### src/rtl/card_deal_scheduler.sv
// card_deal_scheduler
// Sequences card deliveries from a shared card source to three hands
// (player, split, dealer). A round opens with a fixed four-card deal;
// further cards are granted round-robin among the hands that ask for one.
// Illegal card values from the source are dropped and the fetch retried.
module card_deal_scheduler #(
    parameter int MAX_CARDS = 4,
    parameter int RR_INIT   = 0
) (
    input  logic       clk,
    input  logic       reset,
    input  logic       deal_start,
    input  logic       req_player,
    input  logic       req_split,
    input  logic       req_dealer,
    output logic       src_req,
    input  logic       src_valid,
    input  logic [3:0] src_card,
    output logic [3:0] card_out,
    output logic [1:0] card_dest,
    output logic       card_strobe,
    output logic [2:0] player_cnt,
    output logic [2:0] split_cnt,
    output logic [2:0] dealer_cnt,
    output logic       busy,
    output logic       overflow
);

    localparam logic [2:0] CNT_MAX     = 3'(MAX_CARDS);
    localparam logic [1:0] PTR_INIT    = 2'(RR_INIT);
    localparam logic [1:0] HAND_PLAYER = 2'd0;
    localparam logic [1:0] HAND_SPLIT  = 2'd1;
    localparam logic [1:0] HAND_DEALER = 2'd2;

    typedef enum logic [2:0] {
        S_IDLE    = 3'd0,
        S_INIT    = 3'd1,
        S_ARB     = 3'd2,
        S_FETCH   = 3'd3,
        S_DELIVER = 3'd4
    } state_t;

    state_t     state_q, state_d;
    logic [1:0] slot_q, slot_d;
    logic       in_init_q, in_init_d;
    logic [1:0] ptr_q, ptr_d;
    logic [1:0] dest_q, dest_d;
    logic [3:0] card_q, card_d;
    logic [2:0] player_cnt_q, player_cnt_d;
    logic [2:0] split_cnt_q, split_cnt_d;
    logic [2:0] dealer_cnt_q, dealer_cnt_d;
    logic       split_dealt_q, split_dealt_d;
    logic [1:0] ovf_cnt_q, ovf_cnt_d;

    // Arbitration helpers; bit 3 is a permanently empty pad so that any
    // 2-bit hand index stays inside the vectors.
    logic [3:0] req_act;
    logic [3:0] hand_full;
    logic [3:0] req_elig;
    logic       split_ok;
    logic       grant_vld;
    logic [1:0] grant_idx;
    logic       ovf_cond;
    logic       card_legal;

    // Count increment that sticks at the hand limit instead of wrapping.
    function automatic logic [2:0] sat_inc(input logic [2:0] cnt);
        return (cnt >= CNT_MAX) ? cnt : cnt + 3'd1;
    endfunction

    // Next hand in round-robin order player -> split -> dealer -> player.
    function automatic logic [1:0] rr_next(input logic [1:0] hand);
        return (hand >= HAND_DEALER) ? HAND_PLAYER : hand + 2'd1;
    endfunction

    assign split_ok   = (split_cnt_q != 3'd0) || split_dealt_q;
    assign card_legal = (src_card >= 4'd1) && (src_card <= 4'd10);

    // Round-robin grant among requesting hands that still have room.
    always_comb begin
        logic [1:0] cand;
        req_act   = {1'b0, req_dealer, req_split & split_ok, req_player};
        hand_full = {1'b0, dealer_cnt_q >= CNT_MAX, split_cnt_q >= CNT_MAX,
                     player_cnt_q >= CNT_MAX};
        req_elig  = req_act & ~hand_full;
        grant_vld = 1'b0;
        grant_idx = ptr_q;
        cand      = rr_next(ptr_q);
        for (int i = 0; i < 3; i++) begin
            if (!grant_vld && req_elig[cand]) begin
                grant_vld = 1'b1;
                grant_idx = cand;
            end
            cand = rr_next(cand);
        end
        // Someone is asking, but every asking hand is already full.
        ovf_cond = (|req_act) && !(|req_elig);
    end

    // State register and all datapath/control flops.
    always_ff @(posedge clk or negedge reset) begin
        if (!reset) begin
            state_q       <= S_IDLE;
            slot_q        <= 2'd0;
            in_init_q     <= 1'b0;
            ptr_q         <= PTR_INIT;
            dest_q        <= HAND_PLAYER;
            card_q        <= 4'd0;
            player_cnt_q  <= 3'd0;
            split_cnt_q   <= 3'd0;
            dealer_cnt_q  <= 3'd0;
            split_dealt_q <= 1'b0;
            ovf_cnt_q     <= 2'd0;
        end else begin
            state_q       <= state_d;
            slot_q        <= slot_d;
            in_init_q     <= in_init_d;
            ptr_q         <= ptr_d;
            dest_q        <= dest_d;
            card_q        <= card_d;
            player_cnt_q  <= player_cnt_d;
            split_cnt_q   <= split_cnt_d;
            dealer_cnt_q  <= dealer_cnt_d;
            split_dealt_q <= split_dealt_d;
            ovf_cnt_q     <= ovf_cnt_d;
        end
    end

    // Next-state and next-value logic for the dealing sequence.
    always_comb begin
        state_d       = state_q;
        slot_d        = slot_q;
        in_init_d     = in_init_q;
        ptr_d         = ptr_q;
        dest_d        = dest_q;
        card_d        = card_q;
        player_cnt_d  = player_cnt_q;
        split_cnt_d   = split_cnt_q;
        dealer_cnt_d  = dealer_cnt_q;
        split_dealt_d = split_dealt_q;

        // Overflow phase counter runs only while the blocked condition holds.
        ovf_cnt_d = ((state_q == S_ARB) && ovf_cond) ? ovf_cnt_q + 2'd1 : 2'd0;

        case (state_q)
            S_IDLE: begin
                if (deal_start) begin
                    player_cnt_d  = 3'd0;
                    split_cnt_d   = 3'd0;
                    dealer_cnt_d  = 3'd0;
                    split_dealt_d = 1'b0;
                    slot_d        = 2'd0;
                    in_init_d     = 1'b1;
                    state_d       = S_INIT;
                end
            end

            S_INIT: begin
                // Opening deal alternates player, dealer, player, dealer.
                dest_d  = slot_q[0] ? HAND_DEALER : HAND_PLAYER;
                ptr_d   = slot_q[0] ? HAND_DEALER : HAND_PLAYER;
                state_d = S_FETCH;
            end

            S_ARB: begin
                if (deal_start) begin
                    player_cnt_d  = 3'd0;
                    split_cnt_d   = 3'd0;
                    dealer_cnt_d  = 3'd0;
                    split_dealt_d = 1'b0;
                    slot_d        = 2'd0;
                    in_init_d     = 1'b1;
                    state_d       = S_INIT;
                end else if (grant_vld) begin
                    dest_d  = grant_idx;
                    ptr_d   = grant_idx;
                    state_d = S_FETCH;
                end
            end

            S_FETCH: begin
                // Illegal values are dropped and the request stays up.
                if (src_valid && card_legal) begin
                    card_d  = src_card;
                    state_d = S_DELIVER;
                end
            end

            S_DELIVER: begin
                case (dest_q)
                    HAND_PLAYER: player_cnt_d = sat_inc(player_cnt_q);
                    HAND_SPLIT: begin
                        split_cnt_d   = sat_inc(split_cnt_q);
                        split_dealt_d = 1'b1;
                    end
                    default:     dealer_cnt_d = sat_inc(dealer_cnt_q);
                endcase
                if (in_init_q && (slot_q != 2'd3)) begin
                    slot_d  = slot_q + 2'd1;
                    state_d = S_INIT;
                end else begin
                    in_init_d = 1'b0;
                    state_d   = S_ARB;
                end
            end

            default: state_d = S_IDLE;
        endcase
    end

    // Outputs decoded from the current state and registered values.
    always_comb begin
        src_req     = (state_q == S_FETCH);
        card_strobe = (state_q == S_DELIVER);
        busy        = (state_q != S_IDLE) && (state_q != S_ARB);
        overflow    = (state_q == S_ARB) && ovf_cond && (ovf_cnt_q == 2'd0);
        card_out    = card_q;
        card_dest   = dest_q;
        player_cnt  = player_cnt_q;
        split_cnt   = split_cnt_q;
        dealer_cnt  = dealer_cnt_q;
    end

endmodule

### config.mk
export PLATFORM = sky130hd
export DESIGN_NAME = card_deal_scheduler
export DESIGN_NICKNAME = d
export VERILOG_FILES = /design/src/rtl/card_deal_scheduler.sv
export SDC_FILE = /design/constraint.sdc
export NUM_CORES = 1
export LEC_CHECK = 0
export BUFFER_PORTS_ARGS = -buffer_cell sky130_fd_sc_hd__buf_2
export CAP_MARGIN = 15
export CORE_ASPECT_RATIO = 0.7
export CORE_MARGIN = 1
export CORE_UTILIZATION = 45
export DETAILED_ROUTE_END_ITERATION = 6
export PLACE_DENSITY = 0.79
export SYNTH_ARGS = -nofsm -noshare
export SYNTH_HDL_FRONTEND = slang
export SYNTH_SLANG_ARGS = --single-unit
### constraint.sdc
create_clock -name clk -period 2.7 [get_ports clk]
set_clock_uncertainty 0.1 [all_clocks]
set_input_delay 0.27 -clock clk [delete_from_list [all_inputs] [get_ports clk]]
set_output_delay 0.27 -clock clk [all_outputs]
set_load 0.01 [all_outputs]
Word level (Yosys, flattened, before mapping). Index checks and enable logic that the tools add are counted.

Add/subtract/negate cells: 8. $mul: 0. Divide/modulo/power cells: 0. Magnitude comparators: 11. Equality and inequality tests: 22. Shifts and indexed selects: 0. Multiplexer cells: 45. Bitwise operators: 3. Reductions and logical operators: 33.

Operators by type and width (count): $mux W3 (11); $mux W2 (13); $ne A2 B2 Y1 const B (9); $pmux W3 S2 (3); $reduce_and A4 Y1 (4); $pmux W3 S5 (1); $reduce_and A3 Y1 (4); $add A2 B1 Y2 const B (5); $mux W1 (10); $ne A2 B1 Y1 const B (5); $add A3 B1 Y3 const B (3); $ge A3 B3 Y1 const B (3); $logic_and A1 B1 Y1 (9); $lt A2 B3 Y1 const B (3); $pmux W2 S2 (2); $bmux W1 S2 (3); $eq A3 B2 Y1 const B (2); $ge A2 B2 Y1 const B (3); $ne A6 B6 Y1 const B (1); $reduce_bool A3 Y1 (2); $and A3 B4 Y4 (1); $ge A4 B1 Y1 const B (1); $le A4 B4 Y1 const B (1); $logic_not A2 Y1 (2); 16 further kinds (21).

Register bits after elaboration: 24. Bits in latches: 0. Memory bits (writable): 0. Bits in read-only memories: 0. Bits of input ports: 11. Output and inout port bits: 19. Memories kept: 0.

Longest topological paths before layout.
Depth in word-level cells: 16. Mapped depth: 7.

Worst setup path before layout. OpenSTA, ideal clock, no wires.

Path kind: reg-to-reg. Start point: register split_cnt_q[0], in the netlist split_cnt[0]. End point: register state_q[0]. Arrival time: 1.566 ns. Setup slack: 0.911 ns. Cell stages (with the launch flop): 8. Buffers on the path: 0. Clock period less this slack: 1.789 ns. Cell sequence: dfrtp_1 inv_1 ha_1 nand2b_2 a221o_1 a211o_1 a22oi_2 nand2_1.

Longest elaborated chain between the ends: 15.

RTL lines: start, declared (line 50) `logic [2:0] split_cnt_q, split_cnt_d;`; start signal, assigned (line 122) `split_cnt_q <= split_cnt_d;`; parallel branches: the longest is 3 deep, another holds $ge A3 B3 Y1; $and A3 B4 Y4 (*) (line 85) `req_elig = req_act & ~hand_full;`; $bmux W1 S2 (line 90) `if (!grant_vld && req_elig[cand]) begin`; $mux W1 (not written as such) (line 90); $mux W1 (line 90); $logic_not A1 Y1 (line 90); $logic_and A1 B1 Y1 (line 90); $mux W1 (line 90); $logic_not A1 Y1 (line 90); $logic_and A1 B1 Y1 (line 90); $mux W1 (*) (line 90); $ne A3 B3 Y1 (no line) (*); $reduce_and A3 Y1 (no line) (*); end signal, assigned (line 115) `state_q <= state_d;`; end, declared (line 43) `state_t state_q, state_d;`.

Mark *: on every way between the ends. The select of a mux whose other input is x is not followed. A chain may end at the register's enable or synchronous reset.

Final worst setup path.
Start point: register state_q[2]. End point: output overflow.

Longest elaborated chain between the ends: 3.

RTL lines: $eq A3 B2 Y1 (line 216) `overflow = (state_q == S_ARB) && ovf_cond && (ovf_cnt_q == 2'd0);`; $logic_and A1 B1 Y1 (2 in a row) (line 216); end, declared (line 26) `output logic overflow`.

No other way between the ends.

==> key figures <==
CTS
  • CTS sink count: 24
  • Clk slew on worst S/H paths: 0.09 ns
  • Number of buffers created by CTS: 3
  • Root Buffer: clkbuf_8
  • TritonCTS clock tree: yes
  • H-tree levels: 1
  • Clk_lat worst skew: 0.27 ns
  • Post-CTS Setup Bufs: 0
  • Clock buffer depth: 2

Global routing
  • Global-route wire length before repair: 5070 um
  • Largest net degree at the start of global routing: 25
  • Grt ovf: 0
  • GRT Total Usage: 20.0%
  • Initial antenna violation count: 0
  • Vias in the first global route: 1117

Timing
  • Worst slew pin tran: 0.546 ns
  • RSZ-0062 raised after global routing: false
  • Final worst-path cycle share: 80.6%
  • Hold_ws: 0.166 ns
  • Setup Viol. Count Final: 0
  • Slew HR: 63.6%
  • Peak Freq: 0.460 GHz
  • Fin. Hold Viols: 0
  • Final WS setup: 0.525 ns
  • Setup TNS: 0 ns
  • Slew Viols, Final: 0
  • Fin crit period: 2.17 ns

Critical path
  • CP top delay family: simple AND/OR/NAND/NOR gates
  • Nature of the critical path endpoint: output pin
  • Crit-path cells: nor2_1 > nand2_1 > nor3_1 > and2_1 > buf_2
  • Critical path startpoint category: register
  • FF-to-FF Start: split_cnt[0]$_DFFE_PN0P_
  • Reg2reg end: state_q[0]$_DFFE_PN0P_
  • Crit Path Max Fanout: 7
  • Crit Path Class: register to output pin
  • Worst stage delay on the critical path: 0.48 ns
  • Worst setup path startpoint: state_q[2]$_DFFE_PN0P_
  • Worst path required time: 2.33 ns
  • R2R Setup Slk: 0.82 ns
  • Worst r2r path cells: 7
  • Crit path buf inv count: 1
  • Slowest-stage cell, CP: dfrtp_1
  • Worst EP arrival: 1.80 ns

Routing
  • # DRC: 0
  • Met3 Wirelength: 241 um
  • Uppermost layer routed: met4
  • Metal-1 WL: 1310 um
  • DRT Pass-1 Iters: 4
  • DR vias/cell: 5.65
  • Post-route ant nets: 0
  • Iter 0 DRT Violations: 54
  • Final wirelength: 3000 um
  • Drt wl/cell: 14.4 um
  • Vias after detailed routing: 1181
  • Met2 routed WL: 1440 um

Worst hold path
  • Worst Min Path Start: src_card[3]
  • Hold endpoint: card_out[3]$_DFFE_PN0P_
  • Hold path depth: 2
  • Worst hold path type: input pin to register

Logic synthesis
  • Commonest cells in the netlist: dfrtp_1, nand2_1, inv_1, nor2_1, a21oi_1
  • Syn_nets: 158
  • Yosys top cell area share: 42.8%
  • Register bit count reported by yosys: 24
  • Synth Cell Area: 1400 um^2
  • Syn Area/Cell: 9.96 um^2
  • Cell with the most instances after synthesis: dfrtp_1
  • Syn Inst Count: 141
  • Count of cell types in the netlist: 40
  • Sequential area share after synthesis: 42.8%
  • Post-synth ARST share: 100%
  • Area contributors post-synth: dfrtp_1, ha_1, nand2_1
  • Post-synth EDFFs: 0
  • Area leader, netlist: dfrtp_1
  • Top FF cell, synth: dfrtp_1
  • YS warnings: 0

Placed design
  • Dpl cell area: 1570 um^2
  • Routability Congestion: 0.914
  • Port Buffers: 29
  • Detailed placement HPWL: 2290 um
  • Pre-CTS setup slack: 0.834 ns

Die
  • Num rows: 16
  • Chip width: 68.8 um
  • Die height: 48.7 um
  • Die area: 3350 um^2
  • Core Footprint: 2880 um^2
  • IO Pins: 30
  • Initial Utilization: 48.7%

Power
  • Peak VDD IR: 0.415 mV
  • Clk pwr share: 23.6%
  • Leak pwr: 0.809 nW
  • Sw power: 0.469 mW
  • Sequential power share: 40.4%
  • Overall power: 1.34 mW
  • Comb pwr share: 36.0%
  • Power Dens Cells: 808 nW/um^2
  • Switch share: 35.1%
  • P_int: 0.867 mW

Final layout
  • Ant diodes: 0
  • Synthesis-to-layout area growth: 17.7%
  • FILL cells: 269
  • Finished Cell Area: 1650 um^2
  • Layout cells sized above 1: 27.7%
  • Post-layout net count: 191

Run
  • Max Cap Viol: 0

Status
  • Status: complete, no violations
how the worst max path moves through the flow:
stage | to | depth (start not counted)
detailed placement | state_q[0]$_DFFE_PN0P_ | 7
global placement | overflow | 5
finish | overflow | 5
floorplan | state_q[0]$_DFFE_PN0P_ | 7
CTS | overflow | 5
global route | overflow | 5
area by class of cell:
| type | count | area [um^2] | area share, % |
|---|---|---|---|
| Clock buffer | 3 | 41.3 | 2.50 |
| Clock inverter | 1 | 30.0 | 1.82 |
| Inverter | 12 | 45.0 | 2.73 |
| Multi-Input combinational cell | 103 | 736 | 44.5 |
| Sequential cell | 24 | 601 | 36.3 |
| Tap cell | 36 | 45.0 | 2.73 |
| Timing Repair Buffer | 30 | 155 | 9.39 |
what timing repair did:
item,in CTS,in global routing
hold buffers,1,0
endpoints found under the hold margin,24,0
gates resized for setup,0,0
layer usage:
metal | vias to the layer above | track usage, %
li1 | 566 | -
met1 | 565 | 27.9
met2 | 46 | 30.7
met3 | 4 | 6.84
met4 | 0 | 3.06
met5 | - | 0
worst register-to-register path: stages, from the launching register on:
cell and delay (ns):
dfrtp_1 0.41, inv_1 0.10, ha_1 0.17, nand2b_2 0.11, a221o_1 0.36, a211o_1 0.34, a22oi_2 0.12, nand2_1 0.06
cell usage in the layout, fill, tap and decap left out, drive strengths merged, types with 3 or more instances in the layout:
cell type	Yosys	final
nand3	3	3
o21ai	5	5
nor2	11	11
nand2	19	19
ha	6	6
and2	4	4
a21oi	11	11
dfrtp	24	24
nand2b	7	7
nor2b	3	3
buf	2	29
mux2	5	5
a31oi	3	3
inv	11	11
clkbuf	0	3
power by group through the flow:
stage | combinational (mW) | sequential [mW] | clock [mW]
6_report | 0.481 | 0.540 | 0.315
5_1_grt | 0.527 | 0.553 | 0.335
4_1_cts | 0.483 | 0.538 | 0.320
3_5_place_dp | 0.480 | 0.543 | 0
3_3_place_gp | 0.465 | 0.535 | 0
2_1_floorplan | 0.356 | 0.535 | 0
stage by stage:
| step | utilization, % | std cells |
|---|---|---|
| 2_1_floorplan | - | 141 |
| 3_3_place_gp | 54.5 | 204 |
| 3_5_place_dp | 54.5 | 204 |
| 4_1_cts | 57.3 | 209 |
| 5_1_grt | 57.3 | 209 |
| 6_report | 57.3 | 209 |
state kept, by name, summed over array words and instances, names as in the netlist:
| register | flops |
|---|---|
| card_dest | 2 |
| card_out | 4 |
| dealer_cnt | 3 |
| in_init_q | 1 |
| ovf_cnt_q | 2 |
| player_cnt | 3 |
| slot_q | 2 |
| split_cnt | 3 |
| split_dealt_q | 1 |
| state_q | 3 |
cell families (layout without fill, tap and decap cells):
family	count (synthesis)	count (layout)	synth area share, %
muxes	6	6	5.79
AOI/OAI and AO/OA	36	36	19.2
xor gates and xnor gates	1	1	0.624
and+or+nand+nor	54	54	21.5
buffers and inverters	14	46	4.81
DFF	24	24	42.8
adders and majority gates	6	6	5.35
(Power assumes the default switching activity.)
